--- config.mk ---
export PLATFORM = sky130hd
export DESIGN_NAME = trans_pingpong_mb_flat
export DESIGN_NICKNAME = d
export VERILOG_FILES = /design/src/rtl/trans_pingpong_mb_if.sv /design/src/rtl/trans_pingpong_mb.sv /design/src/flat_wrapper.sv
export SDC_FILE = /design/constraint.sdc
export NUM_CORES = 2
export LEC_CHECK = 0
export ABC_AREA = 1
export CORE_MARGIN = 10
export CORE_UTILIZATION = 40
export DETAILED_ROUTE_END_ITERATION = 10
export GPL_ROUTABILITY_DRIVEN = 0
export MAX_ROUTING_LAYER = met4
export PLACE_DENSITY = 0.65
export REMOVE_ABC_BUFFERS = 1
export SLEW_MARGIN = 10
export SYNTH_ARGS = -nofsm -noshare
export SYNTH_HDL_FRONTEND = slang
export SYNTH_SLANG_ARGS = --single-unit
--- constraint.sdc ---
create_clock -name clk -period 2.5 [get_ports clk]
set_input_delay 0.25 -clock clk [delete_from_list [all_inputs] [get_ports clk]]
set_output_delay 0.25 -clock clk [all_outputs]
set_load 0.01 [all_outputs]
--- src/rtl/trans_pingpong_mb_if.sv ---
// Handshake and data bus of the ping-pong transpose buffer; master = producer/consumer side, slave = buffer.
// Width parameters must match the buffer instance that uses the slave modport.
interface trans_pingpong_mb_if #(
   parameter int DAT_WIDTH = 16,
   parameter int LANES     = 4,
   parameter int AW        = 4
);
   logic                       wr_vld;
   logic                       wr_rdy;
   logic [AW-1:0]              waddr;
   logic [LANES*DAT_WIDTH-1:0] wdata;
   logic [LANES-1:0]           wr_lane_en;
   logic                       rd_vld;
   logic                       rd_rdy;
   logic [AW-1:0]              raddr;
   logic [LANES*DAT_WIDTH-1:0] rdata;
   logic                       rd_dat_out_vld;

   modport master (
      output wr_vld, waddr, wdata, wr_lane_en, rd_vld, raddr,
      input  wr_rdy, rd_rdy, rdata, rd_dat_out_vld
   );

   modport slave (
      input  wr_vld, waddr, wdata, wr_lane_en, rd_vld, raddr,
      output wr_rdy, rd_rdy, rdata, rd_dat_out_vld
   );
endinterface

--- src/rtl/trans_pingpong_mb.sv ---
// Two-bank ping-pong transpose buffer: fill one bank while the other drains; rdata 1 cycle after a read beat.
// Backpressure: wr_rdy low while the write bank is full, rd_rdy low until the read bank is full. Optional checks: TRANS_PINGPONG_ERR_EN.
module trans_pingpong_mb #(
   parameter int DAT_WIDTH      = 16,
   parameter int LANES          = 4,
   parameter int MEM_DEPTH      = 16,
   parameter int log2_MEM_DEPTH = 4,
   parameter int RCNT_W         = 7
) (
   input  logic                      clk,
   input  logic                      rst,
   trans_pingpong_mb_if.slave        bus,
   input  logic [log2_MEM_DEPTH:0]   waddr_max,
   input  logic [RCNT_W-1:0]         raddr_max,
   output logic                      wr_bank,
   output logic                      rd_bank,
   output logic [1:0]                bank_full,
   output logic                      err
);
   localparam int W  = LANES * DAT_WIDTH;
   localparam int AW = log2_MEM_DEPTH;

   logic [W-1:0]        mem [2][MEM_DEPTH];

   logic                wr_bank_q, wr_bank_d;
   logic                rd_bank_q, rd_bank_d;
   logic [1:0]          bank_full_q, bank_full_d;
   logic [RCNT_W-1:0]   rd_cnt_q, rd_cnt_d;
   logic [RCNT_W-1:0]   rmax_q [2];
   logic [RCNT_W-1:0]   rmax_d [2];
   logic [W-1:0]        rdata_q, rdata_d;
   logic                rd_out_vld_q, rd_out_vld_d;

   logic wr_rdy, rd_rdy, wr_fire, wr_do, rd_fire, fill_done, drain_done;

   assign wr_rdy     = !bank_full_q[wr_bank_q];
   assign rd_rdy     = bank_full_q[rd_bank_q];
   assign wr_fire    = bus.wr_vld && wr_rdy;
   assign rd_fire    = bus.rd_vld && rd_rdy;
   // Fill ends on the last address, so an illegal waddr_max simply never matches.
   assign fill_done  = wr_do && ({1'b0, bus.waddr} == (waddr_max - {{AW{1'b0}}, 1'b1}));
   assign drain_done = rd_fire && (rd_cnt_q == (rmax_q[rd_bank_q] - RCNT_W'(1)));

`ifdef TRANS_PINGPONG_ERR_EN
   logic       wr_oob, wd_hit, starve;
   logic       err_q, err_d;
   logic [7:0] wd_cnt_q, wd_cnt_d;

   assign wr_oob = ({1'b0, bus.waddr} >= waddr_max);
   assign wr_do  = wr_fire && !wr_oob;
   assign starve = bus.rd_vld && !rd_rdy;
   assign wd_hit = starve && (wd_cnt_q == 8'hFF);

   always_comb begin
      wd_cnt_d = 8'd0;
      if (starve) wd_cnt_d = (wd_cnt_q == 8'hFF) ? wd_cnt_q : wd_cnt_q + 8'd1;
      err_d = err_q | (wr_fire & wr_oob) | (fill_done & (raddr_max == '0)) | wd_hit;
   end

   always_ff @(posedge clk or posedge rst) begin
      if (rst) begin
         wd_cnt_q <= 8'd0;
         err_q    <= 1'b0;
      end else begin
         wd_cnt_q <= wd_cnt_d;
         err_q    <= err_d;
      end
   end

   assign err = err_q;
`else
   assign wr_do = wr_fire;
   assign err   = 1'b0;
`endif

   always_comb begin
      wr_bank_d    = wr_bank_q;
      rd_bank_d    = rd_bank_q;
      bank_full_d  = bank_full_q;
      rd_cnt_d     = rd_cnt_q;
      rmax_d       = rmax_q;
      rdata_d      = rdata_q;
      rd_out_vld_d = rd_fire;
      // Fill and drain always target different banks, so both updates can land together.
      if (fill_done) begin
         bank_full_d[wr_bank_q] = 1'b1;
         rmax_d[wr_bank_q]      = raddr_max;
         wr_bank_d              = !wr_bank_q;
      end
      if (rd_fire) begin
         rdata_d  = mem[rd_bank_q][bus.raddr];
         rd_cnt_d = rd_cnt_q + RCNT_W'(1);
      end
      if (drain_done) begin
         bank_full_d[rd_bank_q] = 1'b0;
         rd_bank_d              = !rd_bank_q;
         rd_cnt_d               = '0;
      end
   end

   always_ff @(posedge clk or posedge rst) begin
      if (rst) begin
         wr_bank_q    <= 1'b0;
         rd_bank_q    <= 1'b0;
         bank_full_q  <= 2'b00;
         rd_cnt_q     <= '0;
         rmax_q[0]    <= '0;
         rmax_q[1]    <= '0;
         rdata_q      <= '0;
         rd_out_vld_q <= 1'b0;
      end else begin
         wr_bank_q    <= wr_bank_d;
         rd_bank_q    <= rd_bank_d;
         bank_full_q  <= bank_full_d;
         rd_cnt_q     <= rd_cnt_d;
         rmax_q       <= rmax_d;
         rdata_q      <= rdata_d;
         rd_out_vld_q <= rd_out_vld_d;
      end
   end

   always_ff @(posedge clk) begin
      for (int i = 0; i < LANES; i++) begin
         if (wr_do && bus.wr_lane_en[i])
            mem[wr_bank_q][bus.waddr][i*DAT_WIDTH +: DAT_WIDTH] <= bus.wdata[i*DAT_WIDTH +: DAT_WIDTH];
      end
   end

   assign bus.wr_rdy         = wr_rdy;
   assign bus.rd_rdy         = rd_rdy;
   assign bus.rdata          = rdata_q;
   assign bus.rd_dat_out_vld = rd_out_vld_q;
   assign wr_bank            = wr_bank_q;
   assign rd_bank            = rd_bank_q;
   assign bank_full          = bank_full_q;
endmodule
--- src/flat_wrapper.sv ---
// flat-port wrapper written by rule: the top's interface ports become plain ports
module trans_pingpong_mb_flat 
#(
   parameter int DAT_WIDTH      = 16,
   parameter int LANES          = 4,
   parameter int MEM_DEPTH      = 16,
   parameter int log2_MEM_DEPTH = 4,
   parameter int RCNT_W         = 7
)
  (clk, rst, waddr_max, raddr_max, wr_bank, rd_bank, bank_full, err, bus_wr_vld, bus_waddr, bus_wdata, bus_wr_lane_en, bus_rd_vld, bus_raddr, bus_wr_rdy, bus_rd_rdy, bus_rdata, bus_rd_dat_out_vld);
  trans_pingpong_mb_if #(.DAT_WIDTH(DAT_WIDTH), .LANES(LANES)) bus_i ();
  input  logic clk;
  input  logic rst;
  input  logic [log2_MEM_DEPTH:0] waddr_max;
  input  logic [RCNT_W-1:0] raddr_max;
  output logic wr_bank;
  output logic rd_bank;
  output logic [1:0] bank_full;
  output logic err;
  input wire logic [$bits(bus_i.wr_vld)-1:0] bus_wr_vld;
  input wire logic [$bits(bus_i.waddr)-1:0] bus_waddr;
  input wire logic [$bits(bus_i.wdata)-1:0] bus_wdata;
  input wire logic [$bits(bus_i.wr_lane_en)-1:0] bus_wr_lane_en;
  input wire logic [$bits(bus_i.rd_vld)-1:0] bus_rd_vld;
  input wire logic [$bits(bus_i.raddr)-1:0] bus_raddr;
  output wire logic [$bits(bus_i.wr_rdy)-1:0] bus_wr_rdy;
  output wire logic [$bits(bus_i.rd_rdy)-1:0] bus_rd_rdy;
  output wire logic [$bits(bus_i.rdata)-1:0] bus_rdata;
  output wire logic [$bits(bus_i.rd_dat_out_vld)-1:0] bus_rd_dat_out_vld;
  assign bus_i.wr_vld = bus_wr_vld;
  assign bus_i.waddr = bus_waddr;
  assign bus_i.wdata = bus_wdata;
  assign bus_i.wr_lane_en = bus_wr_lane_en;
  assign bus_i.rd_vld = bus_rd_vld;
  assign bus_i.raddr = bus_raddr;
  assign bus_wr_rdy = bus_i.wr_rdy;
  assign bus_rd_rdy = bus_i.rd_rdy;
  assign bus_rdata = bus_i.rdata;
  assign bus_rd_dat_out_vld = bus_i.rd_dat_out_vld;
  trans_pingpong_mb #(.DAT_WIDTH(DAT_WIDTH), .LANES(LANES), .MEM_DEPTH(MEM_DEPTH), .log2_MEM_DEPTH(log2_MEM_DEPTH), .RCNT_W(RCNT_W)) u_core (.clk(clk), .rst(rst), .bus(bus_i), .waddr_max(waddr_max), .raddr_max(raddr_max), .wr_bank(wr_bank), .rd_bank(rd_bank), .bank_full(bank_full), .err(err));
endmodule
==> run summary <==
outcome = finished clean
layout cells sized above 1 = 11.68%
DP HPWL = 138.4 mm
initial antenna violation count = 10
Worst Skew = 0.04199 ns
Most common cell on crit path = nand2_1
CORE AREA = 214,200 um^2
final worst setup slack = 0.02454 ns
area delta synth->final = 19.32%
initial core utilization = 40.17%
Root Buffer = clkbuf_16
H-tree depth = 4
worst hold path class = in -> reg
cell count after synthesis = 7,163
Yosys reg bits = 2,138
RSZ-0062 raised after global routing = true
Worst EP required = 3.29 ns
Synth area leader = edfxtp_1
via count = 57,720
final core occ = 47.93%
hold violation total from the final report = 0
Design Area, Final = 102,700 um^2
IO Count = 164
CP bufs+invs = 4
setup slack, reg-to-reg = 0.02 ns
Yosys cell types = 32
max-cap violations = 0
Setup TNS = 0 ns
DR vias/cell = 5.497
post-detailed-route DRC marker count = 0
worst path cell trace = buf_12, inv_16, buf_16, buf_12, o21ai_0, o22ai_1, nand2_1, nand3_1, nand3_1, nand2_1, nand2_1, nand2_1
Pwr Total = 91,510 uW
Yosys top cell area share = 71.48%
ranking of synthesized cells by area = edfxtp_1, nand3_1, nand2_1
Die ar. = 234,100 um^2
pwr dens = 891.3 nW/um^2
nets@finish = 7,577
TritonCTS Sinks = 2,138
CTS tree = built
Die H = 483.8 um
Wirelength per Cell = 22.62 um
vias in the first global route = 55,900
GRT overflow = 0
delay-heaviest family, CP = buffers and inverters
global-route wire length before repair = 355.6 mm
dpl ws = -0.5174 ns
Synth Cell Area = 86,040 um^2
mean post-synth cell area = 12.01 um^2
Num CTS Buffers = 212
hold-critical path depth = 3
slowest CP cell = dfrtp_4
Buffers on Ports = 162
Worst-path clk slew = 0.06 ns
Critical Path AT = 3.26 ns
Worst-Skew Late Latency = 0.86 ns
Final ANT Viol Nets = 0
fin crit period = 2.475 ns
CP Max Fanout = 89
fin crit share = 99.02%
FF-to-FF End = u_core.bus.rdata[8]
Max Root-Sink Buffers = 3
chip width = 483.8 um
leak pwr = 0.03624 uW
Hold Crit Start = raddr_max[0]
Startpoint Class = register
drt total wl = 237.5 mm
worst r2r src = u_core.rd_bank
Seq/Total Area, Yosys = 74.09%
1st-iter DRT viols = 6,579
gr usage total = 20.11%
Pre-antenna DRT Iters = 8
largest net degree at the start of global routing = 127
crit-path max cell delay = 0.51 ns
Peak Freq = 0.4040 GHz
max-slew violation count = 0
R2R depth = 12
normalized max-slew margin = 45.51%
critical path type = reg -> reg
Final setup viols = 0
maximum vdd drop = 0.0006603 V
worst-margin pin slew = 0.8111 ns
Endpoint, Worst Hold = u_core.rmax_q[7]
Placed Area = 95,150 um^2
critical path endpoint category = register
Std-Cell Rows = 170
YS warnings = 0
## tightest hold or removal path, delay by kind of cell
kind	cells	cell delay [ns]
buffers and inverters	1	0.50
AND/OR/NAND/NOR	2	0.15
## report_power, final
part | total (uW) | switching, uW | internal, uW
Combinational | 19200 | 12800 | 6370
Clock | 31700 | 13500 | 18200
Sequential | 40600 | 584 | 40000
Total | 91500 | 26900 | 64600
## cell usage in the layout, fill, tap and decap left out, types with 4 or more instances in the layout
| cell type | n |
|---|---|
| nand2_1 | 2102 |
| edfxtp_1 | 2048 |
| nand3_1 | 1677 |
| clkbuf_16 | 221 |
| o21ai_0 | 205 |
| buf_4 | 198 |
| buf_12 | 193 |
| clkdlybuf4s50_1 | 154 |
| nor2_1 | 143 |
| nor3_2 | 127 |
| inv_1 | 102 |
| dfrtp_1 | 88 |
| a21oi_1 | 69 |
| o22ai_1 | 63 |
| clkinv_2 | 43 |
| clkbuf_1 | 43 |
| clkinv_1 | 38 |
| bufinv_16 | 20 |
| buf_16 | 12 |
| clkbuf_8 | 11 |
| nand2_2 | 9 |
| buf_6 | 9 |
| dlygate4sd3_1 | 8 |
| diode_2 | 7 |
| nand3_2 | 7 |
| clkinvlp_4 | 5 |
| xor2_1 | 4 |
| nor2_2 | 4 |
| inv_16 | 4 |
| inv_6 | 4 |
## cells by family (layout without fill, tap and decap cells)
family / Yosys count / in the layout / share of synthesized area, %
flip-flops: 2138 / 2138 / 74.09
buffers and inverters: 594 / 1087 / 3.202
AND/OR/NAND/NOR: 4075 / 4075 / 20.45
AO/OA/AOI/OAI: 344 / 344 / 2.104
other: 1 / 8 / 0.004358
adder cells (fa/ha/maj): 3 / 3 / 0.04363
XOR/XNOR: 8 / 8 / 0.1033
## cell type report
cell class / instances / area [um^2]
clock buffers: 270 / 5718
fillers: 18420 / 111500
well taps: 2838 / 3551
multi-input cells: 4431 / 20250
inverters: 111 / 464.2
flip-flops and latches: 2138 / 63760
diodes: 7 / 17.52
repair buffers: 588 / 7689
clock inverters: 118 / 1225
## registers in the layout (all words and copies together), names as in the netlist
name / cells
u_core.wr_bank: 1
u_core.bus.rd_dat_out_vld: 1
u_core.rd_bank: 1
u_core.bank_full: 2
u_core.bus.rdata: 64
u_core.rmax_q: 14
u_core.rd_cnt_q: 7
u_core.mem: 2048
## what timing repair did
| item | 4_1_cts | 5_1_grt |
|---|---|---|
| hold buffers | 8 | 0 |
| endpoints found under the setup margin | 7 | 58 |
| pin swaps | 0 | 6 |
| endpoints found under the hold margin | 37 | 0 |
| resized for setup | 13 | 32 |
| cloned | 3 | 5 |
| setup buffers | 1 | 8 |
## per-layer routing
layer / global-route usage (%) / vias to the layer above / part of all wire, %
met4: 7.412 / 0 / 3.4
met2: 31.50 / 2645 / 47
met5: - / - / 0
met1: 26.62 / 28500 / 41
li1: - / 26140 / -
met3: 3.098 / 432 / 8.1
## per-stage QoR
stage          cells  hold WS [ns]
2_1_floorplan   6680        0.3489
3_3_place_gp   10080        0.4648
4_1_cts        10480      0.009338
5_1_grt        10500       0.08998
6_report       10500       0.07637
3_5_place_dp   10080        0.4658
## cells in the mapped netlist (all sizes together)
| library cell | count |
|---|---|
| a21o | 1 |
| a21oi | 69 |
| buf | 286 |
| clkbuf | 197 |
| clkinv | 1 |
| conb | 1 |
| dfrtp | 90 |
| edfxtp | 2048 |
| ha | 3 |
| inv | 110 |
| nand2 | 2112 |
| nand3 | 1684 |
| nand3b | 1 |
| nand4 | 1 |
| nor2 | 148 |
| nor3 | 129 |
| o21ai | 209 |
| o21bai | 1 |
| o22ai | 64 |
| xnor2 | 3 |
| xor2 | 5 |
## worst max path at each step
stage                        start                   end  slack (ns)  depth (start not counted)
floorplan           u_core.rd_bank   u_core.bank_full[1]      -55.01                         12
global placement      waddr_max[0]      u_core.rmax_q[6]       -0.60                         13
detailed placement    waddr_max[0]      u_core.rmax_q[3]       -0.52                         13
CTS                 u_core.rd_bank  u_core.bus.rdata[49]       -0.02                         12
global route        u_core.rd_bank  u_core.bus.rdata[11]       -0.06                         12
finish              u_core.rd_bank   u_core.bus.rdata[8]        0.02                         12
Power figures use the tool's default switching activity.
